===== src/rtl/capture_scheduler.sv =====
// capture_scheduler: averages 2^AVG_LOG2 ADC samples per trigger, strobes the result and drives a hysteretic alarm
module capture_scheduler #(
  parameter int          SAMPLE_PERIOD = 5_000_000,
  parameter int          AVG_LOG2      = 2,
  parameter int          TIMEOUT       = 1_000_000,
  parameter logic [12:0] ALARM_NEAR    = 13'd1000,
  parameter logic [12:0] ALARM_HYST    = 13'd50
) (
  input  logic        clk,
  input  logic        reset,
  input  logic        mode_auto,
  input  logic        capture_req,
  input  logic        adc_valid,
  input  logic [12:0] distance_in,
  output logic        write_enable,
  output logic [12:0] avg_out,
  output logic        busy,
  output logic        alarm,
  output logic        error
);
  localparam int PW = $clog2(SAMPLE_PERIOD);
  localparam int TW = $clog2(TIMEOUT + 1);
  localparam int AW = 13 + AVG_LOG2;

  typedef enum logic [1:0] {IDLE, ACCUM, LOAD} state_t;
  state_t state, state_n;

  logic [PW-1:0]       tick_cnt;
  logic [TW-1:0]       to_cnt;
  logic [AVG_LOG2-1:0] smp_cnt;
  logic [AW-1:0]       acc, sum;
  logic [12:0]         avg_n;
  logic [13:0]         clr_lvl;
  logic                pending, tick, trigger, last, expire;

  assign tick         = mode_auto && tick_cnt == PW'(SAMPLE_PERIOD - 1);
  assign trigger      = capture_req || tick;
  assign sum          = acc + AW'(distance_in);
  assign avg_n        = sum[AW-1:AVG_LOG2];
  assign clr_lvl      = {1'b0, ALARM_NEAR} + {1'b0, ALARM_HYST};
  assign last         = adc_valid && &smp_cnt;
  assign expire       = !adc_valid && to_cnt == TW'(TIMEOUT - 1);
  assign busy         = state != IDLE;
  assign write_enable = state == LOAD;

  // next state: IDLE waits for a trigger, ACCUM ends on the last sample or a timeout, LOAD lasts one cycle
  always_comb begin
    state_n = state == IDLE  ? ((trigger || pending) ? ACCUM : IDLE) :
              state == ACCUM ? (last ? LOAD : expire ? IDLE : ACCUM) : IDLE;
  end

  // state register
  always_ff @(posedge clk) begin
    state <= reset ? IDLE : state_n;
  end

  // auto tick counter, parked at zero while manual mode is selected
  always_ff @(posedge clk) begin
    if (reset || !mode_auto || tick) tick_cnt <= '0;
    else tick_cnt <= tick_cnt + 1'b1;
  end

  // accumulation, pending trigger, timeout and registered outputs
  always_ff @(posedge clk) begin
    if (reset) begin
      pending <= 1'b0;
      acc     <= '0;
      smp_cnt <= '0;
      to_cnt  <= '0;
      avg_out <= '0;
      alarm   <= 1'b0;
      error   <= 1'b0;
    end else begin
      if (state == IDLE && state_n == ACCUM) begin
        acc     <= '0;
        smp_cnt <= '0;
        to_cnt  <= '0;
        pending <= 1'b0;
      end
      if (state != IDLE && trigger) pending <= 1'b1;
      if (state == ACCUM) begin
        if (adc_valid) begin
          acc     <= sum;
          smp_cnt <= smp_cnt + 1'b1;
          to_cnt  <= '0;
        end else to_cnt <= to_cnt + 1'b1;
        if (last) begin
          avg_out <= avg_n;
          alarm   <= avg_n < ALARM_NEAR ? 1'b1 : {1'b0, avg_n} >= clr_lvl ? 1'b0 : alarm;
          error   <= 1'b0;
        end
        if (expire) error <= 1'b1;
      end
    end
  end
endmodule


===== config.mk =====
export PLATFORM = sky130hd
export DESIGN_NAME = capture_scheduler
export DESIGN_NICKNAME = d
export VERILOG_FILES = /design/src/rtl/capture_scheduler.sv
export SDC_FILE = /design/constraint.sdc
export NUM_CORES = 1
export LEC_CHECK = 0
export ABC_AREA = 1
export ABC_CLOCK_PERIOD_IN_PS = 2700
export CORE_ASPECT_RATIO = 1.4
export CORE_MARGIN = 4
export CORE_UTILIZATION = 59
export CTS_CLUSTER_DIAMETER = 100
export DETAILED_ROUTE_END_ITERATION = 8
export PLACE_DENSITY = 0.9
export SLEW_MARGIN = 20
export SYNTH_ARGS = -nofsm -noshare
export SYNTH_HDL_FRONTEND = slang
export SYNTH_SLANG_ARGS = --single-unit

===== constraint.sdc =====
create_clock -name clk -period 2.7 [get_ports clk]
set_clock_uncertainty 0.05 [all_clocks]
set_input_delay 0.405 -clock clk [delete_from_list [all_inputs] [get_ports clk]]
set_output_delay 0.405 -clock clk [all_outputs]
set_load 0.02 [all_outputs]

# == Yosys cells after proc, flatten, opt, wreduce, memory -nomap -nowiden ==
# Cells that the tools add are included.
# op_classes
addsub,4
n_eq_ne,5
n_lt_le_gt_ge,2
mux,20
reduce_logical,21
# ops
op,count
20-bit two-way mux,3
15-bit two-way mux,3
"23-bit by 1-bit adder with 23-bit output, second input constant",1
"23-bit equality test, second input constant",1
"20-bit by 1-bit adder with 20-bit output, second input constant",1
"20-bit equality test, second input constant",1
15-bit by 13-bit adder with 15-bit output,1
"13-bit by 11-bit >= comparator with 1-bit output, second input constant",1
"13-bit by 10-bit less-than comparator with 1-bit output, second input constant",1
2-bit two-way mux,6
2-bit nonzero test,5
1-bit two-way mux,8
2-bit AND reduction,3
1-bit logical AND,5
"2-bit by 1-bit equality test with 1-bit output, second input constant",2
1-bit logical OR,4
3-bit AND reduction,1
"2-bit by 1-bit adder with 2-bit output, second input constant",1
"2-bit equality test, second input constant",1
1-bit zero test,2
2-bit zero test,1
# totals
inputBits,18
elab_cells,61
out_inout_bits,17
ff_bits,78

# == Depth between registers and ports, before layout ==
# Gate-level depths: netlist of run 1.
# depth
word_depth,11
mapped_depth,17
ltp_nobuf,17

# == Worst setup path before layout of run 1 ==
# No wires, ideal clock.
# synth_path
path_type,input to register
startpoint,input distance_in[0]
endpoint,register alarm
setup_time_ns,0.070
n_path_buf,0
required_time_ns,2.580
cell_stages,16
t_arrival_ns,1.969
slack_ns,0.610
cell_sequence,ha_1 -> inv_1 -> fa_1 -> inv_1 -> nand2_1 -> nand2_1 -> nand3_1 -> nand3_1 -> nand2_1 -> nor2_1 -> nand3_1 -> o21bai_1 -> nand2_1 -> nand2_1 -> nand2_1 -> a21oi_1
# synth_between
elab_chain_cells,4
elab_cells_between_ends,6
classes_between,1 x add/sub; 2 x order compare; 1 x mux; 2 x reduce/logical
# synth_rtl
item,line_no,rtl
from (decl),14,"input logic [12:0] distance_in,"
15-bit by 13-bit adder with 15-bit output (*),38,assign sum = acc + AW'(distance_in);
13-bit by 10-bit less-than comparator with 1-bit output / 13-bit by 11-bit >= comparator with 1-bit output (equally long branches),89,"alarm <= avg_n < ALARM_NEAR ? 1'b1 : {1'b0, avg_n} >= clr_lvl ? 1'b0 : alarm;"
2-bit nonzero test (no line),-,
3-bit AND reduction (no line),-,
to (signal assigned),89,
to (decl),18,"output logic alarm,"
# Mark *: on every way between the ends. The rest lies on a longest branch, timed or not.
# A chain may end at the register's enable or synchronous reset.

# == Final worst setup path of run 1 ==
# Ends and elaborated chain as after synthesis.

==> results of run 1 <==
-- per-stage QoR --
stage	worst slack, ps	hold slack (ps)	area (sq um)	util [%]	TNS (ps)
global route	8.769	438.5	5057	69.14	0
detailed placement	-87.53	400.7	4902	67.02	-113.7
global placement	47.80	384.6	4902	67.02	0
CTS	275.9	414.9	5057	69.14	0
floorplan	610.3	372.8	4419	-	0
finish	225.8	412.0	5057	69.14	0
-- cell usage after synthesis (5+ instances only) --
cell      number  area, sq um
clkbuf_1       9        33.78
nor2_1        70        262.8
a21oi_1       57        285.3
nand4_1       11        68.82
o21ai_0       29        145.1
xor2_1         9        78.83
o211ai_1       7        52.55
inv_2          5        18.77
nand3_1       37        185.2
inv_1         92        345.3
dfxtp_1       78         1562
ha_1          16        200.2
nand2_1      168        630.6
nand3_2        8        80.08
nor2_2         6        37.54
nor3_1        14        70.07
-- state kept, by name, summed over array words and instances (netlist names), 2 cells and up --
register	flops
smp_cnt	2
avg_out	13
tick_cnt	23
to_cnt	20
acc	15
state	2
-- how the worst min path moves through the flow --
stage	from	end	slack, ps
final	tick_cnt[0]$_SDFF_PP0_	tick_cnt[0]$_SDFF_PP0_	410
after global placement	smp_cnt[1]$_SDFF_PP0_	smp_cnt[1]$_SDFF_PP0_	380
after global routing	acc[0]$_SDFF_PP0_	acc[0]$_SDFF_PP0_	440
after detailed placement	tick_cnt[0]$_SDFF_PP0_	tick_cnt[0]$_SDFF_PP0_	400
after CTS	acc[0]$_SDFF_PP0_	acc[0]$_SDFF_PP0_	410
after floorplan	acc[0]$_SDFF_PP0_	acc[0]$_SDFF_PP0_	370
-- layer usage --
metal,track usage (%),vias up,routed length [microns]
met5,0,-,0
met1,28.42,2038,4235
met4,14.54,0,354
met2,45.31,134,5505
met3,3.263,34,491
li1,-,2210,-
-- area by class of cell --
type	instances	area, sq um
Fill cell	644	2257
Timing Repair Buffer	47	437.9
Tap cell	97	121.4
Clock inverter	2	10.01
Sequential cell	78	1562
Clock buffer	12	145.1
Multi-Input combinational cell	470	2414
Inverter	98	367.9
-- cell usage in the layout, fill, tap and decap left out, drive strengths merged, types with 12 or more instances in the layout --
cell type,instances
buf,13
nor3,18
o21ai,29
nand3,45
nand2,171
dfxtp,78
clkbuf,12
ha,16
inv,97
nor2,77
clkdlybuf4s50,34
a21oi,58
-- power breakdown --
part	internal (mW)	total (mW)	switching [mW]	leakage, nW
clock	0.346	0.758	0.411	0.0821
combinational	0.110	0.301	0.191	1.42
sequential	1.16	1.17	0.00986	0.630
total	1.62	2.23	0.612	2.13
-- cells by family after synthesis --
kind of cell             after synthesis  share of synthesized area [%]
AO/OA/AOI/OAI                        100                          12.12
XOR/XNOR                              12                          2.378
adder cells (fa/ha/maj)               17                          4.983
buffers and inverters                113                          10.05
flip-flops                            78                          35.33
AND/OR/NAND/NOR                      341                          35.14
==> flow_metrics.py, run 1 <==
metrics = {
    "outcome": {
        "status": "completed",
    },
    "grt": {
        "grt_pass1_wl_mm": 18.47,
        "grt_max_degree": 38,
        "grt_pass1_vias": 4299,
        "grt_overflow": 0,
        "antenna_found_initial": 0,
        "track_usage_pct": 25.62,
    },
    "critical_path": {
        "path_depth": 17,
        "crit_required_ps": 2950,
        "critPathBufInv": 3,
        "ff2ff_path_depth": 16,
        "end_kind": "register",
        "r2r_start": "acc[0]$_SDFF_PP0_",
        "path_common_cell": "nand2_1",
        "worstPathArrival_ps": 2720,
        "endpoint": "alarm$_SDFFE_PP0P_",
        "cp_top_family": "simple AND/OR/NAND/NOR gates",
        "regToRegEndpoint": "alarm$_SDFFE_PP0P_",
        "crit_fanout": 4,
        "critPathLaunchType": "input pin",
        "slowest_delay_ps": 500,
        "path_class": "input pin to register",
        "r2r_slack_ps": 430,
        "path_cells": "clkdlybuf4s50_1, ha_1, inv_1, fa_1, inv_1, nand2_1, nand2_1, nand3_1, nand3_1, nand2_1, nor2_1, nand3_1, o21bai_1, nand2_1, nand2_1, nand2_1, a21oi_1",
        "crit_path_start": "distance_in[0]",
        "crit_path_top_delay_cell": "clkdlybuf4s50_1",
    },
    "timing": {
        "fin_crit_sh_pct": 91.64,
        "rsz0062_at_grt": "false",
        "fin_crit_ps": 2474,
        "setup_viol": 0,
        "worst_pin_slew_ps": 434.7,
        "maxSlewViolCount": 0,
        "finalHoldViolCount": 0,
        "max_freq_ghz": 0.4042,
        "max_slew_margin_pct": 71.02,
    },
    "logic_synthesis": {
        "synth_cell_type_count": 39,
        "synth_area_sq_mm": 0.004419,
        "ys_warn_count": 0,
        "avgSynthCellArea_sq_um": 6.686,
        "synth_edf_count": 0,
        "synth_flop_cell": "dfxtp_1",
        "syn_inst": 661,
        "seq_area_frac_synth_pct": 35.33,
        "synthesis.nets": 696,
        "async_flop_share_pct": 0,
        "ys_ff_latch": 78,
    },
    "placed_design": {
        "gp_congestion": 0.9282,
        "portBuffers": 34,
        "numPlacedInstances": 790,
        "hpwl_mm": 7.759,
    },
    "cts": {
        "hold_buffers": 0,
        "cts_tree": "yes",
        "htreeDepth": 3,
        "path_clk_slew_ps": 80,
        "cts_resized": 0,
        "clock_latency_ps": 370,
        "clockBufferDepth": 2,
        "cts_root_buf": "clkbuf_8",
        "cts_made_buffers": 9,
        "cts_sinks": 78,
        "post_cts_buffers": 0,
    },
    "finish": {
        "fin_cells": 804,
        "drive_above_1_share_pct": 8.487,
        "antenna_cells": 0,
        "fin_nets": 739,
        "syn_to_final_growth_pct": 14.44,
    },
    "floorplanning": {
        "core_sq_mm": 0.007315,
        "die_h_microns": 110.4,
        "ios": 35,
        "rows": 37,
        "start_util_pct": 60.42,
        "die_w_microns": 81.15,
        "dieArea_sq_mm": 0.008958,
    },
    "power": {
        "ir_drop_mv": 0.3150,
        "leakage_nw": 2.128,
        "power_mw": 2.233,
        "power.density_mw_per_mm2": 441.5,
    },
    "min_path": {
        "hold_depth": 1,
        "min_path_type": "register to register",
    },
    "route": {
        "route.detailed.drc": 0,
        "post_drt_wl_per_cell_microns": 13.17,
        "drt_pass1_iterations": 5,
        "ant_nets": 0,
        "vias": 4416,
        "first_iter_violations": 262,
        "drt_wl_total_mm": 10.59,
        "vias_per_cell": 5.493,
    },
    "flow_run": {
        "cap_violations": 0,
    },
}
(Power assumes the default switching activity.)
==> run 2: changes to the inputs <==
Settings changed: ABC_CLOCK_PERIOD_IN_PS 2700 to 2000, CORE_UTILIZATION 59 to 53, PLACE_DENSITY 0.9 to 0.86, REMOVE_ABC_BUFFERS from default to 1.
Clock period 2.7 ns to 2 ns, I/O delays scaled along.
==> run 2 against run 1 <==
Effect of this change:
- the flow now finishes with violations (negative setup slack)
- setup slack lost 430 ps
- non-clock buffer count grew 69
- critical path type is now register to register
- final area grew 26%
- sequential power grew 36%
- combinational power grew 130%
- worst hold slack gained 9.8 ps
- highest routed layer unchanged
- largest cell class unchanged
- global-route usage grew 0.83 points
- register-to-register slack lost 640 ps
- wire length grew 50%
- power grew 77%
- cell count grew 9.6%
==> flow_metrics.py, run 2 (synthesis gave the netlist of run 1 again) <==
metrics = {
    "floorplanning": {
        "die_w_microns": 85.18,
        "core_sq_mm": 0.008149,
        "start_util_pct": 54.23,
        "dieArea_sq_mm": 0.009884,
        "die_h_microns": 116.0,
        "ios": 35,
        "rows": 39,
    },
    "cts": {
        "htreeDepth": 3,
        "clock_latency_ps": 340,
        "clockBufferDepth": 2,
        "cts_tree": "yes",
        "path_clk_slew_ps": 60,
        "cts_made_buffers": 9,
        "cts_root_buf": "clkbuf_16",
        "cts_sinks": 78,
    },
    "critical_path": {
        "critPathLaunchType": "register",
        "ff2ff_path_depth": 16,
        "crit_path_top_delay_cell": "fa_2",
        "slowest_delay_ps": 360,
        "critPathBufInv": 2,
        "crit_path_start": "acc[0]$_SDFF_PP0_",
        "path_common_cell": "nand2_1",
        "cp_top_family": "simple AND/OR/NAND/NOR gates",
        "path_cells": "ha_4, inv_2, fa_2, inv_4, nand2_4, nand2_4, nand3_4, nand3_2, nand2_2, nor2_2, nand3_2, o21bai_1, nand2_1, nand2_1, nand2_1, a21oi_2",
        "r2r_slack_ps": -210,
        "crit_required_ps": 2230,
        "worstPathArrival_ps": 2430,
        "crit_fanout": 4,
        "endpoint": "alarm$_SDFFE_PP0P_",
        "r2r_start": "acc[0]$_SDFF_PP0_",
        "path_class": "register to register",
        "path_depth": 16,
        "end_kind": "register",
        "regToRegEndpoint": "alarm$_SDFFE_PP0P_",
    },
    "power": {
        "power.density_mw_per_mm2": 621.3,
        "p_sw_mw": 1.125,
        "intPower_mw": 2.835,
        "sw_frac_of_total_pct": 28.41,
        "clockPowerShare_pct": 42.3,
        "ir_drop_mv": 0.6207,
        "p_seq_share_pct": 40.2,
        "comb_power_share_pct": 17.5,
        "leakage_nw": 2.820,
    },
    "route": {
        "vias_per_cell": 6.037,
        "first_iter_violations": 577,
        "ant_nets": 0,
        "top_layer_used": "met4",
        "wl_met3_mm": 1.390,
        "m1WireLength_mm": 5.447,
        "vias": 5319,
        "wl_met2_mm": 8.017,
        "drt_wl_total_mm": 15.89,
        "route.detailed.drc": 0,
        "post_drt_wl_per_cell_microns": 18.03,
        "drt_pass1_iterations": 7,
    },
    "placed_design": {
        "place_area_sq_mm": 0.005231,
        "portBuffers": 34,
        "hpwl_mm": 8.287,
        "gp_congestion": 0.9099,
    },
    "grt": {
        "grt_pass1_wl_mm": 21.09,
        "grt_max_degree": 38,
        "antenna_found_initial": 0,
        "track_usage_pct": 26.46,
        "grt_overflow": 0,
        "grt_pass1_vias": 4704,
    },
    "timing": {
        "max_freq_ghz": 0.4533,
        "fin_crit_sh_pct": 110.3,
        "rsz0062_at_grt": "true",
        "maxSlewViolCount": 0,
        "worst_pin_slew_ps": 444.1,
        "fin_crit_ps": 2206,
        "finalHoldViolCount": 0,
        "worst_slack_ps": -206.2,
        "holdWs_ps": 421.7,
        "setup_viol": 40,
        "max_slew_margin_pct": 70.12,
    },
    "outcome": {
        "violations": "negative setup slack",
        "status": "finished with violations",
    },
    "finish": {
        "seq_area_sq_mm": 0.001582,
        "syn_to_final_growth_pct": 44.20,
        "antenna_cells": 0,
        "fillers": 453,
        "drive_above_1_share_pct": 30.68,
        "final_common_cell": "nand2_1",
        "multi_input_area_sq_mm": 0.002990,
        "top_register": "tick_cnt",
        "top_regs": "tick_cnt x23, to_cnt x20, acc x15",
        "final_cell_area_sq_mm": 0.006372,
        "largest_reg_flops": 23,
        "layout_common_cells": "nand2_1 (130), inv_1 (84), buf_4 (79)",
        "fin_nets": 809,
    },
    "min_path": {
        "min_from": "acc[11]$_SDFF_PP0_",
        "min_path_type": "register to register",
    },
    "flow_run": {
        "cap_violations": 0,
    },
}
## run 2: changes by cell type in the layout (fill, tap and decap cells not counted), moves of 9 or more
cell	delta
nor2_1	-14
clkbuf_16	+9
nand2_1	-38
buf_4	+66
nand3_1	-12
nand2_2	+21
ha_4	+11
clkdlybuf4s50_1	-10
ha_1	-11
clkbuf_8	-10
nand2_4	+16
## run 2: worst reg2reg max path: stages (launching register included)
cell and delay [ps]:
dfxtp_2 340, ha_4 140, inv_2 40, fa_2 360, inv_4 110, nand2_4 60
nand2_4 70, nand3_4 100, nand3_2 90, nand2_2 70, nor2_2 130, nand3_2 80
o21bai_1 150, nand2_1 80, nand2_1 70, nand2_1 80, a21oi_2 120
## run 2: final cells by class
cell class | count | area share (%)
repair buffers | 116 | 15.45
multi-input cells | 470 | 46.93
flip-flops and latches | 78 | 24.82
clock inverters | 7 | 1.119
clock buffers | 9 | 3.534
inverters | 98 | 6.008
well taps | 102 | 2.003
repair inverters | 1 | 0.1374
## run 2: worst min-delay path by stage
stage / depth (start not counted) / to
2_1_floorplan: 1 / acc[10]$_SDFF_PP0_
6_report: 2 / acc[11]$_SDFF_PP0_
3_3_place_gp: 2 / smp_cnt[1]$_SDFF_PP0_
4_1_cts: 4 / acc[0]$_SDFF_PP0_
3_5_place_dp: 2 / acc[0]$_SDFF_PP0_
5_1_grt: 1 / to_cnt[0]$_SDFFE_PP0P_
## run 2: power groups by stage
stage	combinational [mW]	sequential [mW]	clock [mW]
final	0.692	1.59	1.67
after global placement	0.479	1.62	0
after global routing	0.731	1.59	1.73
after detailed placement	0.488	1.62	0
after CTS	0.540	1.59	1.66
after floorplan	0.243	1.62	0
## run 2: layer usage
metal / track usage (%) / vias up
li1: - / 2357
met1: 28.70 / 2416
met2: 48.60 / 429
met3: 5.263 / 117
met4: 12.99 / 0
met5: 0 / -
## run 2: repair_timing
action | CTS | global route
buffers inserted | 14 | 12
gates resized for setup | 43 | 128
hold buffers | 0 | 0
setup endpoints to repair | 31 | 49
endpoints found under the hold margin | 0 | 0
pin swaps | 17 | 43
cloned | 0 | 1
## run 2: per-stage QoR
stage	std cells	setup slack (ps)	total power, mW	util (%)	TNS, ps
CTS	868	-58.81	3.794	71.50	-58.81
finish	881	-206.2	3.959	78.20	-4377
floorplan	646	-70.73	1.861	-	-119.5
global placement	838	-528.7	2.099	64.19	-6571
detailed placement	838	-634.0	2.110	64.19	-7971
global route	881	-289.6	4.059	78.20	-7655
==> run 3: changes to the inputs <==
Settings changed: MAX_ROUTING_LAYER from default to met4, SKIP_LAST_GASP from default to 1.
==> run 3 against run 2 <==
Effect of this change:
- final area shrank 5.7%
- register-to-register slack lost 30 ps
- the flow still finishes with violations (negative setup slack)
- worst hold slack lost 17 ps
- clock power grew 3%
- core utilization shrank 4.4 points
- sequential share of layout area grew 1.3 points
==> flow_metrics.py, run 3 (synthesis gave the netlist of run 1 again) <==
metrics = {
    "outcome": {
        "status": "finished with violations",
        "violations": "negative setup slack",
    },
    "grt": {
        "grt_max_degree": 38,
        "grt_overflow": 0,
        "grt_pass1_wl_mm": 20.94,
        "grt_pass1_vias": 4691,
        "antenna_found_initial": 0,
        "track_usage_pct": 27.17,
    },
    "timing": {
        "fin_crit_ps": 2238,
        "holdWs_ps": 404.3,
        "worst_slack_ps": -237.8,
        "fin_tns_setup_ps": -370.4,
        "maxSlewViolCount": 0,
        "max_freq_ghz": 0.4469,
        "setup_viol": 3,
        "max_slew_margin_pct": 70.40,
        "fin_crit_sh_pct": 111.9,
        "worst_pin_slew_ps": 444.0,
        "rsz0062_at_grt": "true",
        "finalHoldViolCount": 0,
    },
    "cts": {
        "hold_buffers": 0,
        "path_clk_slew_ps": 70,
        "clock_latency_ps": 340,
        "cts_root_buf": "clkbuf_16",
        "cts_sinks": 78,
        "htreeDepth": 3,
        "cts_made_buffers": 9,
        "cts_tree": "yes",
        "clockBufferDepth": 2,
    },
    "placed_design": {
        "portBuffers": 34,
        "hpwl_mm": 8.496,
        "gp_congestion": 0.9536,
    },
    "floorplanning": {
        "core_sq_mm": 0.008149,
        "ios": 35,
        "dieArea_sq_mm": 0.009884,
        "die_h_microns": 116.0,
        "rows": 39,
        "start_util_pct": 54.23,
        "die_w_microns": 85.18,
    },
    "power": {
        "leakage_nw": 2.617,
        "power.density_mw_per_mm2": 647.9,
        "ir_drop_mv": 0.7925,
    },
    "critical_path": {
        "worstPathArrival_ps": 2410,
        "path_class": "register to register",
        "critPathLaunchType": "register",
        "crit_fanout": 4,
        "end_kind": "register",
        "crit_required_ps": 2170,
    },
    "finish": {
        "syn_to_final_growth_pct": 36.04,
        "top_register": "tick_cnt",
        "fin_nets": 796,
        "drive_above_1_share_pct": 24.80,
        "antenna_cells": 0,
        "largest_reg_flops": 23,
        "top_regs": "tick_cnt x23, to_cnt x20, acc x15",
        "final_common_cell": "nand2_1",
        "layout_common_cells": "nand2_1 (149), inv_1 (88), dfxtp_1 (72)",
    },
    "route": {
        "drt_wl_total_mm": 13.86,
        "first_iter_violations": 437,
        "route.detailed.drc": 0,
        "vias": 4913,
        "post_drt_wl_per_cell_microns": 15.97,
        "drt_pass1_iterations": 6,
        "ant_nets": 0,
        "vias_per_cell": 5.660,
    },
    "min_path": {
        "min_path_type": "register to register",
    },
    "flow_run": {
        "cap_violations": 0,
    },
}
-- run 3: cell types whose count changed in the layout (fill, tap and decap cells not counted), sizes merged --
cell           previous run  this run
clkdlybuf4s50            24        25
inv                      99       101
clkinv                    6         2
buf                      82        70
dlymetal6s2s              8         7
clkinvlp                  0         1
-- run 3: per-stage QoR --
step | utilization [%] | setup slack, ps | area (sq um) | power, mW | std cells
2_1_floorplan | - | -70.73 | 4343 | 1.861 | 646
3_3_place_gp | 64.10 | -518.9 | 5224 | 2.097 | 837
3_5_place_dp | 64.10 | -609.2 | 5224 | 2.109 | 837
4_1_cts | 70.41 | -185.4 | 5738 | 3.839 | 859
5_1_grt | 73.78 | -343.1 | 6012 | 3.995 | 868
6_report | 73.78 | -237.8 | 6012 | 3.895 | 868
-- run 3: final timing paths --
kind / end / slack, ps / from / depth (start not counted)
worst min-delay path: smp_cnt[1]$_SDFF_PP0_ / 400 / smp_cnt[1]$_SDFF_PP0_ / 2
worst max-delay path: alarm$_SDFFE_PP0P_ / -240 / acc[0]$_SDFF_PP0_ / 13
worst min register to register: smp_cnt[1]$_SDFF_PP0_ / 400 / smp_cnt[1]$_SDFF_PP0_ / 2
worst max register to register: alarm$_SDFFE_PP0P_ / -240 / acc[0]$_SDFF_PP0_ / 13
-- run 3: final cells by class --
cell class                 count  area, sq um
clock inverter                 7        80.08
multi-input combinational    470         2759
clock buffer                   9        225.2
inverter                      98        370.4
tap                          102        127.6
fill                         527         2137
timing repair buffer         104        880.8
sequential                    78         1569
-- run 3: critical path, cell delays in order (launching register included) --
cell	delay, ps
dfxtp_2	340
ha_4	140
inv_2	40
fa_2	350
inv_2	110
nand2_1	100
nand3_1	100
nand2_1	80
nand2_1	130
o21ai_0	150
nor3_1	210
nand3_1	110
nand3_1	120
a21oi_2	70
-- run 3: report_power, final --
part           leakage (nW)  internal (mW)  switching [mW]  total [mW]
Clock                 0.149          0.987           0.730        1.72
Combinational          1.84          0.253           0.333       0.586
Sequential            0.632           1.57          0.0186        1.59
-- run 3: routing by layer --
metal | vias up | GRT usage, % | part of all wire [%]
met4 | 0 | 14.78 | 3.5
met2 | 242 | 47.77 | 52
met3 | 48 | 4.908 | 6.2
met5 | - | - | 0
met1 | 2294 | 28.63 | 38
li1 | 2329 | - | -
-- run 3: repair_timing --
| action | 4_1_cts | 5_1_grt |
|---|---|---|
| pin swaps | 15 | 28 |
| endpoints found under the setup margin | 23 | 43 |
| buffers inserted | 6 | 10 |
| hold endpoints to repair | 0 | 0 |
| gates resized for setup | 38 | 58 |
